$ cat config.mk
export PLATFORM = sky130hd
export DESIGN_NAME = slink_gpio_deserializer
export DESIGN_NICKNAME = d
export VERILOG_FILES = /design/src/rtl/slink_gpio_pkg.sv /design/src/rtl/slink_gpio_deser_shift.sv /design/src/rtl/slink_gpio_deserializer.sv
export SDC_FILE = /design/constraint.sdc
export NUM_CORES = 1
export LEC_CHECK = 0
export ABC_AREA = 0
export CAP_MARGIN = 20
export CORE_AREA = 2 2 83 61
export CTS_BUF_LIST = sky130_fd_sc_hd__clkbuf_4 sky130_fd_sc_hd__clkbuf_8
export DETAILED_ROUTE_END_ITERATION = 8
export DIE_AREA = 0 0 85 63
export PLACE_DENSITY = 0.56
export SETUP_SLACK_MARGIN = 0.3
export SYNTH_ARGS = -nofsm -noshare
export SYNTH_HDL_FRONTEND = slang
export SYNTH_SLANG_ARGS = --single-unit
export TNS_END_PERCENT = 30
$ cat constraint.sdc
create_clock -name serial_clk -period 3.25 [get_ports serial_clk]
set_clock_uncertainty 0.15 [all_clocks]
set_input_delay 0.65 -clock serial_clk [delete_from_list [all_inputs] [get_ports serial_clk]]
set_output_delay 0.65 -clock serial_clk [all_outputs]
set_load 0.02 [all_outputs]
$ cat src/rtl/slink_gpio_pkg.sv
// Shared definitions for the S-Link GPIO serializer/deserializer pair.
package slink_gpio_pkg;

    // Receive-side alignment state
    typedef enum logic [1:0] {
        ST_IDLE  = 2'd0,
        ST_ALIGN = 2'd1,
        ST_DATA  = 2'd2
    } slink_state_e;

    // Default alignment pattern, shared with the serializer so both ends agree
    localparam logic [7:0] SLINK_SYNC_WORD = 8'hBC;

    // Gap counter width; covers the full GAP_TIMEOUT range 1..255
    localparam int unsigned SLINK_GAP_W = 8;

    // Number of serial beats needed to assemble one parallel word
    function automatic int unsigned slink_beats(input int unsigned par_w, input int unsigned io_w);
        return par_w / io_w;
    endfunction

    // Beat counter width, never narrower than one bit
    function automatic int unsigned slink_cnt_width(input int unsigned beats);
        return (beats > 1) ? $clog2(beats) : 1;
    endfunction

endpackage

$ cat src/rtl/slink_gpio_deser_shift.sv
// LSB-first shift register and beat counter for the GPIO deserializer.
module slink_gpio_deser_shift
    import slink_gpio_pkg::*;
#(
    parameter int unsigned PAR_DATA_WIDTH = 8,
    parameter int unsigned IO_DATA_WIDTH  = 2
) (
    input  logic                      i_clk,
    input  logic                      i_rst_n,
    input  logic                      i_clr_all,
    input  logic                      i_clr_cnt,
    input  logic                      i_shift,
    input  logic                      i_count,
    input  logic [IO_DATA_WIDTH-1:0]  i_data,
    output logic [PAR_DATA_WIDTH-1:0] o_sr_next,
    output logic                      o_last
);

    localparam int unsigned BEATS    = slink_beats(PAR_DATA_WIDTH, IO_DATA_WIDTH);
    localparam int unsigned CNT_W    = slink_cnt_width(BEATS);
    localparam logic [CNT_W-1:0] CNT_LAST = CNT_W'(BEATS - 1);

    logic [PAR_DATA_WIDTH-1:0] r_sr;
    logic [CNT_W-1:0]          r_cnt;
    logic [PAR_DATA_WIDTH-1:0] w_sr_next;

    // Next shift value: new beat enters at the top, older beats move toward bit 0
    generate
        if (BEATS > 1) begin : g_multi_beat
            assign w_sr_next = {i_data, r_sr[PAR_DATA_WIDTH-1:IO_DATA_WIDTH]};
        end else begin : g_single_beat
            assign w_sr_next = i_data;
        end
    endgenerate

    // Shift register and wrapping beat counter with clear controls
    always_ff @(posedge i_clk or negedge i_rst_n) begin
        if (!i_rst_n) begin
            r_sr  <= '0;
            r_cnt <= '0;
        end else if (i_clr_all) begin
            r_sr  <= '0;
            r_cnt <= '0;
        end else begin
            if (i_shift) begin
                r_sr <= w_sr_next;
            end
            if (i_clr_cnt) begin
                r_cnt <= '0;
            end else if (i_count) begin
                r_cnt <= (r_cnt == CNT_LAST) ? '0 : r_cnt + CNT_W'(1);
            end
        end
    end

    assign o_sr_next = w_sr_next;
    assign o_last    = (r_cnt == CNT_LAST);

endmodule

$ cat src/rtl/slink_gpio_deserializer.sv
// GPIO lane deserializer: hunts for the sync word, then rebuilds parallel words.
module slink_gpio_deserializer
    import slink_gpio_pkg::*;
#(
    parameter int unsigned               PAR_DATA_WIDTH = 8,
    parameter int unsigned               IO_DATA_WIDTH  = 2,
    parameter logic [PAR_DATA_WIDTH-1:0] SYNC_WORD      = PAR_DATA_WIDTH'(SLINK_SYNC_WORD),
    parameter bit                        ALIGN_EN       = 1'b1,
    parameter int unsigned               GAP_TIMEOUT    = 16
) (
    input  logic                      serial_clk,
    input  logic                      serial_reset_n,
    input  logic                      rx_en,
    input  logic                      rx_ser_io_en,
    input  logic [IO_DATA_WIDTH-1:0]  rx_ser_data,
    output logic [PAR_DATA_WIDTH-1:0] rx_par_data,
    output logic                      rx_par_valid,
    output logic                      rx_aligned,
    output logic                      rx_align_err
);

    localparam logic [SLINK_GAP_W-1:0] GAP_LAST = SLINK_GAP_W'(GAP_TIMEOUT - 1);
    localparam logic [SLINK_GAP_W-1:0] GAP_MAX  = SLINK_GAP_W'(GAP_TIMEOUT);

    slink_state_e              r_state;
    logic [SLINK_GAP_W-1:0]    r_gap;
    logic [PAR_DATA_WIDTH-1:0] r_par_data;
    logic                      r_par_valid;
    logic                      r_aligned;
    logic                      r_align_err;

    logic                      w_beat;
    logic                      w_sync_hit;
    logic                      w_timeout;
    logic                      w_clr_all;
    logic                      w_clr_cnt;
    logic                      w_shift;
    logic                      w_count;
    logic                      w_last;
    logic [PAR_DATA_WIDTH-1:0] w_sr_next;

    // Shift path and beat counter
    slink_gpio_deser_shift #(
        .PAR_DATA_WIDTH (PAR_DATA_WIDTH),
        .IO_DATA_WIDTH  (IO_DATA_WIDTH)
    ) u_shift (
        .i_clk     (serial_clk),
        .i_rst_n   (serial_reset_n),
        .i_clr_all (w_clr_all),
        .i_clr_cnt (w_clr_cnt),
        .i_shift   (w_shift),
        .i_count   (w_count),
        .i_data    (rx_ser_data),
        .o_sr_next (w_sr_next),
        .o_last    (w_last)
    );

    // Event decode: beat, sync match including the incoming beat, gap expiry
    always_comb begin
        w_beat     = rx_ser_io_en;
        w_sync_hit = rx_ser_io_en && (w_sr_next == SYNC_WORD);
        w_timeout  = (r_state == ST_DATA) && !rx_ser_io_en && (r_gap == GAP_LAST);
    end

    // Shift-path controls; rx_en low overrides everything
    always_comb begin
        w_clr_all = 1'b0;
        w_clr_cnt = 1'b0;
        w_shift   = 1'b0;
        w_count   = 1'b0;
        if (!rx_en) begin
            w_clr_all = 1'b1;
        end else begin
            case (r_state)
                ST_IDLE: begin
                    w_clr_all = 1'b1;
                end
                ST_ALIGN: begin
                    w_shift   = w_beat;
                    w_clr_cnt = 1'b1;
                end
                ST_DATA: begin
                    w_shift = w_beat;
                    w_count = w_beat;
                    if (w_timeout) begin
                        w_clr_all = ALIGN_EN;
                        w_clr_cnt = !ALIGN_EN;
                    end
                end
                default: begin
                    w_clr_all = 1'b1;
                end
            endcase
        end
    end

    // Alignment FSM, gap counter and registered outputs
    always_ff @(posedge serial_clk or negedge serial_reset_n) begin
        if (!serial_reset_n) begin
            r_state     <= ST_IDLE;
            r_gap       <= '0;
            r_par_data  <= '0;
            r_par_valid <= 1'b0;
            r_aligned   <= 1'b0;
            r_align_err <= 1'b0;
        end else begin
            r_par_valid <= 1'b0;
            r_align_err <= 1'b0;
            if (!rx_en) begin
                r_state   <= ST_IDLE;
                r_gap     <= '0;
                r_aligned <= 1'b0;
            end else begin
                case (r_state)
                    ST_IDLE: begin
                        r_gap <= '0;
                        if (ALIGN_EN) begin
                            r_state <= ST_ALIGN;
                        end else begin
                            r_state   <= ST_DATA;
                            r_aligned <= 1'b1;
                        end
                    end
                    ST_ALIGN: begin
                        if (w_sync_hit) begin
                            r_state   <= ST_DATA;
                            r_aligned <= 1'b1;
                            r_gap     <= '0;
                        end
                    end
                    ST_DATA: begin
                        if (w_beat) begin
                            r_gap <= '0;
                            if (w_last) begin
                                r_par_data  <= w_sr_next;
                                r_par_valid <= 1'b1;
                            end
                        end else if (w_timeout) begin
                            r_align_err <= 1'b1;
                            if (ALIGN_EN) begin
                                r_state   <= ST_ALIGN;
                                r_aligned <= 1'b0;
                                r_gap     <= '0;
                            end else begin
                                // Saturate so a long idle stretch reports only once
                                r_gap <= GAP_MAX;
                            end
                        end else if (r_gap != GAP_MAX) begin
                            r_gap <= r_gap + SLINK_GAP_W'(1);
                        end
                    end
                    default: begin
                        r_state   <= ST_IDLE;
                        r_gap     <= '0;
                        r_aligned <= 1'b0;
                    end
                endcase
            end
        end
    end

    assign rx_par_data  = r_par_data;
    assign rx_par_valid = r_par_valid;
    assign rx_aligned   = r_aligned;
    assign rx_align_err = r_align_err;

endmodule

==> After elaboration in Yosys (flattened, before gate mapping) <==
Index checks and enable logic that the tools add are counted.
{ "op_classes": {"add_sub_neg": 2, "n_eq_ne": 11, "n_mux": 38, "reduce_logical": 12} }
{ "ops": {"columns": ["op", "n"], "rows": [
  ["2-to-1 mux 8 bit", 7],
  ["2-to-1 mux 1 bit", 19],
  ["2-to-1 mux 2 bit", 8],
  ["case mux 8 bit (2 select lines)", 1],
  ["!= test 3 bit (second input constant)", 3],
  ["adder 8 x 1 -> 8 bit (second input constant)", 1],
  ["== test 8 x 4 -> 1 bit (second input constant)", 1],
  ["== test 8 bit (second input constant)", 1],
  ["!= test 8 x 5 -> 1 bit (second input constant)", 1],
  ["AND reduction 4 bit", 2],
  ["case mux 2 bit (3 select lines)", 1],
  ["!= test 5 x 4 -> 1 bit (second input constant)", 1],
  ["== test 2 bit (second input constant)", 2],
  ["logical AND 1 bit", 3],
  ["case mux 1 bit (3 select lines)", 1],
  ["AND reduction 3 bit", 1],
  ["nonzero test 3 bit", 1],
  ["adder 2 x 1 -> 2 bit (second input constant)", 1],
  ["== test 2 x 1 -> 1 bit (second input constant)", 1],
  ["logical NOT 2 bit", 1],
  ["!= test 2 bit (second input constant)", 1],
  ["case mux 1 bit (2 select lines)", 1],
  ["AND reduction 2 bit", 1],
  ["nonzero test 2 bit", 1],
  ["other kinds (2)", 2]
]} }
{ "word_totals": {"regBits": 31, "in_bits": 6, "out_inout_bits": 11, "elab_cells": 71} }

==> Longest topological paths before layout <==
Gate-level depths: netlist (run 1).
{ "depth": {"word_depth": 7, "mapped_depth": 7} }

==> Hierarchy <==
Synthesis (run 1) repeated with hierarchy kept, for this count alone.
{ "unflattened": {"cells_unflattened": 131, "area_unflattened_um2": 1492.7} }
{ "modules_own_cells": {"columns": ["mod", "instances", "cells_each", "area_per_inst_um2", "seq_area_each_um2"], "rows": [
  ["slink_gpio_deserializer", 1, 102, 1132.3, 525.5],
  ["slink_gpio_deser_shift", 1, 29, 360.3, 200.2]
]} }

==> Worst setup path after synthesis (run 1) <==
Ideal clock, no wire load.
{ "synth_path": {"kind": "input-to-reg", "from": "input port rx_ser_io_en", "to": "register r_gap[2]", "arrival_time_ps": 1644, "required_ps": 2978, "slack_ps": 1335, "cell_stages": 5, "path_cell_list": "buf_2 -> nand3b_4 -> nand4bb_1 -> and2_1 -> a32o_1"} }
{ "synth_between": {"elab_chain_len": 7} }
{ "synth_lines": {"columns": ["element", "line_no", "text"], "rows": [
  ["start: declaration", "slink_gpio_deserializer.sv:14", "input logic rx_ser_io_en,"],
  ["logical NOT 1 bit", "slink_gpio_deserializer.sv:62", "w_timeout = (r_state == ST_DATA) && !rx_ser_io_en && (r_gap == GAP_LAST);"],
  ["logical AND 1 bit (2 in a row)", "slink_gpio_deserializer.sv:62", null],
  ["2-to-1 mux 8 bit", "slink_gpio_deserializer.sv:138", "end else if (w_timeout) begin"],
  ["2-to-1 mux 8 bit", "slink_gpio_deserializer.sv:132", "if (w_beat) begin"],
  ["case mux 8 bit (2 select lines)", "slink_gpio_deserializer.sv:114", "case (r_state)"],
  ["2-to-1 mux 8 bit", "slink_gpio_deserializer.sv:109", "if (!rx_en) begin"],
  ["end signal: assignment", "slink_gpio_deserializer.sv:149", "r_gap <= r_gap + SLINK_GAP_W'(1);"],
  ["end: declaration", "slink_gpio_deserializer.sv:26", "logic [SLINK_GAP_W-1:0] r_gap;"]
]} }
Parallel ways exist; a longest one is shown, timed or not.
A chain may end at the register's enable or synchronous reset.

==> Worst setup path in the final report (run 1) <==
{ "layout_path": {"from": "input port rx_en", "to": "register r_gap[2]"} }
{ "layout_between": {"elab_chain_len": 2} }
{ "layout_lines": {"columns": ["element", "line_no", "text"], "rows": [
  ["start: declaration", "slink_gpio_deserializer.sv:13", "input logic rx_en,"],
  ["!= test 5 x 4 -> 1 bit (no source line) or != test 3 bit (tied branches)", null, null],
  ["AND reduction 2 bit (no source line)", null, null]
]} }
Parallel ways exist; a longest one is shown, timed or not.

==> results.json, run 1 <==
{
  "outcome": "finished, final reports clean",
  "power_density_nw_per_um2": 490,
  "synth_warnings": 0,
  "placedInstanceArea_sq_um": 1760,
  "die_y_microns": 63,
  "grt_max_degree": 30,
  "synthAdderAreaFrac_pct": 4.88,
  "syn_inst": 152,
  "initial_core_util_pct": 33.4,
  "synth_top_family_by_area": "simple AND/OR/NAND/NOR gates",
  "synth.cell_area_sq_um": 1540,
  "criticalPathCategory": "in -> reg",
  "cts_resized": 0,
  "wire_per_inst_microns": 14.5,
  "vdd_drop_max_v": 0.000244,
  "synth_edf_count": 0,
  "yosys.area_share.simple_pct": 25.2,
  "syn_avg_cell_area_sq_um": 10.1,
  "syn2layout_area_growth_pct": 20.6,
  "gr-usage-all-layers_pct": 13.7,
  "async_flop_share_pct": 100,
  "power.share.sequential_pct": 42.5,
  "hold_viol": 0,
  "synth_top_area_share_pct": 47.2,
  "net-switching-power_uw": 272,
  "core-area_sq_um": 4600,
  "grt_pass1_vias": 1178,
  "dp_hpwl_microns": 2470,
  "ant_nets": 0,
  "worstSetupStartpointType": "input pin",
  "share_comb_of_total_power_pct": 24.2,
  "drtIter0Drc": 45,
  "cts_root_buf": "clkbuf_8",
  "hold_buffers": 0,
  "vias": 1171,
  "post-route-cell-area_sq_um": 1850,
  "p_sw_share_pct": 30.0,
  "synth_cell_types": 36,
  "fin_setup_tns_ps": 0,
  "place_congestion": 0.771,
  "synth_ff_type": "dfrtp_1",
  "slew_violations": 0,
  "portBuffers": 16,
  "drive_gt1_share_pct": 9.83,
  "clkLatencyLatePin_ps": 270,
  "rsz0062_at_grt": "false",
  "dieArea_sq_um": 5360,
  "drtPass1Iterations": 4,
  "cp.arrival_ps": 2300,
  "cp-end-kind": "register",
  "clockPowerShare_pct": 33.3,
  "cp_data_required_time_ps": 3260,
  "clk_pin_slew_worst_paths_ps": 60,
  "antenna_found_initial": 0,
  "htree_levels": 2,
  "synth_sequential_area_ratio_pct": 47.2,
  "yosysTopAreaCell": "dfrtp_1",
  "grt_remaining_overflow": 0,
  "r2r_cells": 6,
  "finalNetCount": 185,
  "die_w_microns": 85,
  "diodes": 0,
  "holdCritPathClass": "reg -> reg",
  "max_slew.worst_pin.slew_ps": 419,
  "worstPathMaxFanout": 9,
  "whs_ps": 324,
  "max_freq_mhz": 435,
  "whs_path_depth": 2,
  "internal-power_uw": 635,
  "cts_setup_buffers": 0,
  "final.min_clock_period_ps": 2300,
  "syn-num-nets": 164,
  "routed_via_density": 5.09,
  "dp_cells": 223,
  "cts_tree": "built",
  "drcViolationCount": 0,
  "min_period_over_period_pct": 70.7,
  "grt_pass1_wl_microns": 5790,
  "p_leak_nw": 0.860,
  "numCtsBuffers": 5,
  "synth_top_cells_by_area": "dfrtp_1 (47%), nand2_1 (6.8%), mux2i_1 (5.9%)",
  "ys_seq_elements": 29,
  "cts.sinks": 29,
  "synth_mux_area_share_pct": 5.86,
  "synth-compound-area-share_pct": 12.9,
  "final_cells": 230,
  "maxCapViolCount": 0,
  "wl_microns": 3340,
  "relSlewSlack_pct": 72.1,
  "setup_violations": 0,
  "cts_max_path_buffers": 2,
  "synth_xor_area_share_pct": 0,
  "rows": 21,
  "ioPinCount": 17
}
==> synthesized netlist by cell type (2+ instances only) <==
library cell / instances
o22ai_1: 4
nor2_1: 12
nand2_1: 28
dfrtp_1: 29
nand4_1: 5
a21oi_1: 5
and3_1: 2
ha_1: 6
nand3_1: 7
and2_1: 2
nor3b_1: 2
o21ai_0: 4
buf_2: 4
inv_1: 10
nor3_1: 2
nand2b_1: 2
mux2i_1: 9
==> final timing paths <==
| check | start | end | slack [ps] |
|---|---|---|---|
| worst min register to register | rx_par_data[7]$_DFFE_PN0P_ | rx_par_data[7]$_DFFE_PN0P_ | 320 |
| worst max-delay path | rx_en | r_gap[2]$_DFFE_PN0P_ | 950 |
| worst max register to register | r_state[0]$_DFFE_PN0P_ | r_gap[2]$_DFFE_PN0P_ | 1090 |
| worst min-delay path | rx_par_data[7]$_DFFE_PN0P_ | rx_par_data[7]$_DFFE_PN0P_ | 320 |
| max in group asynchronous | serial_reset_n | r_gap[0]$_DFFE_PN0P_ | 2080 |
| min in group asynchronous | serial_reset_n | rx_par_data[0]$_DFFE_PN0P_ | 610 |
==> per-layer routing <==
metal  vias up  share of wire (%)  global-route usage, %
met4         0                1.1                   5.16
met1       570                 52                   19.4
li1        577                  -                      -
met5         -                  0                      0
met3         4                3.3                   5.15
met2        20                 44                   18.9
==> power groups by stage <==
stage	sequential, mW	combinational [mW]	clock, mW
finish	0.386	0.220	0.302
detailed placement	0.392	0.216	0
global route	0.388	0.240	0.330
global placement	0.391	0.207	0
floorplan	0.390	0.159	0
CTS	0.386	0.218	0.309
==> cell families (layout without fill, tap and decap cells) <==
group | Yosys count | in the layout
flip-flops | 29 | 29
multiplexers | 9 | 9
buffers and inverters | 15 | 36
AO/OA/AOI/OAI | 23 | 23
adder cells (fa/ha/maj) | 6 | 6
AND/OR/NAND/NOR | 70 | 70
==> state kept, by name, summed over array words and instances, names as in the netlist <==
name,flops
rx_aligned,1
u_shift.r_sr,6
r_gap,8
rx_par_data,8
r_state,2
u_shift.r_cnt,2
rx_par_valid,1
rx_align_err,1
==> metrics by stage <==
step	power, mW	setup WS, ps	util, %
floorplan	0.549	1330	-
global placement	0.599	772	38.4
detailed placement	0.608	702	38.4
CTS	0.913	990	40.3
global route	0.957	854	40.3
finish	0.908	953	40.3
==> cells in the final DEF, fill, tap and decap left out, types with 4 or more instances in the layout <==
master and count:
inv_1 10, dfrtp_1 29, a21oi_1 5, nand4_1 5
nand3_1 7, clkdlybuf4s50_1 16, mux2i_1 9, nand2_1 28
clkbuf_8 6, nor2_1 12, o21ai_0 4, ha_1 6
o22ai_1 4
==> area by class of cell <==
type / count / area (sq um)
Fill cell: 435 / 2740
Timing Repair Buffer: 18 / 175
Sequential cell: 29 / 726
Multi-Input combinational cell: 108 / 751
Inverter: 11 / 41.3
Clock buffer: 7 / 90.1
Tap cell: 57 / 71.3
==> worst max-delay path, stage by stage <==
cell	delay [ps]
clkdlybuf4s50_1	690
nand3b_4	170
nand4bb_1	290
and2_1	240
a32o_1	260
(Power assumes the default switching activity.)
==> run 2: changes to the inputs <==
--- a/config.mk
+++ b/config.mk
@@ -11,7 +11,7 @@
 export CTS_BUF_LIST = sky130_fd_sc_hd__clkbuf_4 sky130_fd_sc_hd__clkbuf_8
 export DETAILED_ROUTE_END_ITERATION = 8
 export DIE_AREA = 0 0 85 63
-export PLACE_DENSITY = 0.56
+export PLACE_DENSITY = 0.58
 export SETUP_SLACK_MARGIN = 0.3
 export SYNTH_ARGS = -nofsm -noshare
 export SYNTH_HDL_FRONTEND = slang
==> constraint.sdc (replaced) <==
create_clock -name serial_clk -period 2.1 [get_ports serial_clk]
set_clock_uncertainty 0.15 [all_clocks]
set_input_delay 0.42 -clock serial_clk [delete_from_list [all_inputs] [get_ports serial_clk]]
set_output_delay 0.42 -clock serial_clk [all_outputs]
set_load 0.02 [all_outputs]
==> run 2 against run 1 <==
Clock-buffer cell count did not move. Sequential power rose by 56%. Setup slack got worse by 660 ps. Global-route usage rose by 0.31 points. Register-to-register slack got worse by 710 ps. Cell count rose by 6.1%. Via count rose by 6.6%. Core utilization rose by 3.9 points. Sequential cell count did not move. Die area did not move. Critical path depth fell by 4. Combinational power rose by 88%.
==> results.json, run 2 (synthesis gave the netlist of run 1 again) <==
{
  "rows": 21,
  "place_congestion": 0.900,
  "vias": 1248,
  "cts_max_path_buffers": 2,
  "internal-power_mw": 1.04,
  "outcome": "finished, final reports clean",
  "portBuffers": 16,
  "clkLatencyLatePin_ps": 280,
  "grt_pass1_wl_microns": 5960,
  "grt_remaining_overflow": 0,
  "worstPathMaxFanout": 2,
  "path_buf_inv": 1,
  "max_stage_delay_ps": 610,
  "power_density_nw_per_um2": 730,
  "drtIter0Drc": 52,
  "dp_hpwl_microns": 2510,
  "share_comb_of_total_power_pct": 27.8,
  "cp_data_required_time_ps": 1530,
  "core-area_sq_um": 4600,
  "diodes": 0,
  "hold_viol": 0,
  "criticalPathCategory": "reg -> out",
  "grt_pass1_vias": 1215,
  "drcViolationCount": 0,
  "clk_pin_slew_worst_paths_ps": 60,
  "routed_via_density": 5.11,
  "wire_per_inst_microns": 14.4,
  "final.min_clock_period_ps": 1810,
  "final_cell_mix": "dfrtp_1 (29), nand2_1 (27), buf_4 (14), nor2_1 (12), clkdlybuf4s50_1 (12)",
  "die_y_microns": 63,
  "clockPowerShare_pct": 31.8,
  "relSlewSlack_pct": 74.3,
  "cts_root_buf": "clkbuf_8",
  "max_slew.worst_pin.slew_ps": 384,
  "vdd_drop_max_v": 0.000489,
  "wl_microns": 3510,
  "min_period_over_period_pct": 86.2,
  "fin_setup_tns_ps": 0,
  "rsz0062_at_grt": "true",
  "max_freq_mhz": 552,
  "htree_levels": 2,
  "layout_commonest_cell": "dfrtp_1",
  "path_delay_family": "buffers and inverters",
  "ant_nets": 0,
  "reg2reg_slack_ps": 380,
  "n_fill_cell": 436,
  "drtPass1Iterations": 6,
  "slew_violations": 0,
  "grt_max_degree": 28,
  "cts.sinks": 29,
  "cp_slowest_cell": "clkdlybuf4s50_1",
  "maxCapViolCount": 0,
  "r2r_cells": 6,
  "p_leak_nw": 0.960,
  "numCtsBuffers": 5,
  "final_cells": 244,
  "p_sw_share_pct": 30.3,
  "rr_startpoint": "r_state[1]$_DFFE_PN0P_",
  "cts_tree": "built",
  "power.share.sequential_pct": 40.4,
  "antenna_found_initial": 0,
  "initial_core_util_pct": 33.4,
  "dp_cells": 233,
  "worstSetupStartpointType": "register",
  "path_cells": "clkdlybuf4s50_1",
  "holdCritPathClass": "in -> async",
  "dp_worst_setup_slack_ps": -128,
  "net-switching-power_uw": 450,
  "layout_setup_ws_ps": 290,
  "fin_util_pct": 44.2,
  "finalNetCount": 199,
  "hold_buffers": 0,
  "drive_gt1_share_pct": 23.0,
  "cp.arrival_ps": 1240,
  "gr-usage-all-layers_pct": 14.0,
  "cp-end-kind": "output port",
  "syn2layout_area_growth_pct": 32.3,
  "die_w_microns": 85,
  "r2r_end": "r_gap[2]$_DFFE_PN0P_",
  "dieArea_sq_um": 5360,
  "ioPinCount": 17,
  "setup_violations": 0
}
-- run 2: cell types whose count changed in the layout (fill, tap and decap cells not counted), moves of 2 or more --
cell             delta
ha_1                -3
and2_4              +2
nand3_1             -2
ha_2                +2
dlymetal6s2s_1      +3
clkdlybuf4s50_1     -4
and2_1              -2
nand3_2             +2
buf_6               +2
buf_4              +12
-- run 2: stage by stage --
step	instance area (sq um)	hold slack [ps]	power (mW)
final	2030	161	1.49
after global routing	2030	173	1.58
after CTS	1950	160	1.46
after detailed placement	1840	315	0.963
after global placement	1840	309	0.957
after floorplan	1540	-25.6	0.855
-- run 2: layout make-up --
| type | count | area (sq um) | area share, % |
|---|---|---|---|
| multi-input combinational | 108 | 812 | 39.9 |
| inverter | 11 | 41.3 | 2.03 |
| clock buffer | 7 | 90.1 | 4.43 |
| tap | 57 | 71.3 | 3.51 |
| timing repair buffer | 32 | 294 | 14.5 |
| sequential | 29 | 726 | 35.7 |
-- run 2: what timing repair did --
action,CTS,global route
endpoints found under the hold margin,0,0
resized for setup,7,16
pin swaps,2,5
setup endpoints to repair,15,37
cloned,0,0
setup buffers,0,4
-- run 2: metal layers --
metal / routed length [microns] / vias to the layer above / global-route usage [%]
li1: - / 599 / -
met1: 1840 / 601 / 21.7
met2: 1450 / 40 / 18.1
met3: 174 / 8 / 3.83
met4: 57 / 0 / 5.56
met5: 0 / - / 0
-- run 2: how the worst max path moves through the flow --
stage,start,endpoint,slack [ps],depth (start not counted)
floorplan,r_state[0]$_DFFE_PN0P_,r_gap[2]$_DFFE_PN0P_,330,7
detailed placement,rx_ser_data[1],r_state[0]$_DFFE_PN0P_,-130,5
global placement,rx_ser_data[1],r_state[0]$_DFFE_PN0P_,-60,5
global route,rx_par_data[7]$_DFFE_PN0P_,rx_par_data[7],250,1
CTS,rx_ser_data[0],r_state[0]$_DFFE_PN0P_,270,4
finish,rx_par_data[0]$_DFFE_PN0P_,rx_par_data[0],290,1
-- run 2: power by group through the flow --
stage / logic (mW) / registers, mW / clock network (mW)
after floorplan: 0.251 / 0.603 / 0
after global routing: 0.457 / 0.605 / 0.514
final: 0.413 / 0.601 / 0.472
after detailed placement: 0.355 / 0.607 / 0
after CTS: 0.372 / 0.598 / 0.487
after global placement: 0.351 / 0.606 / 0
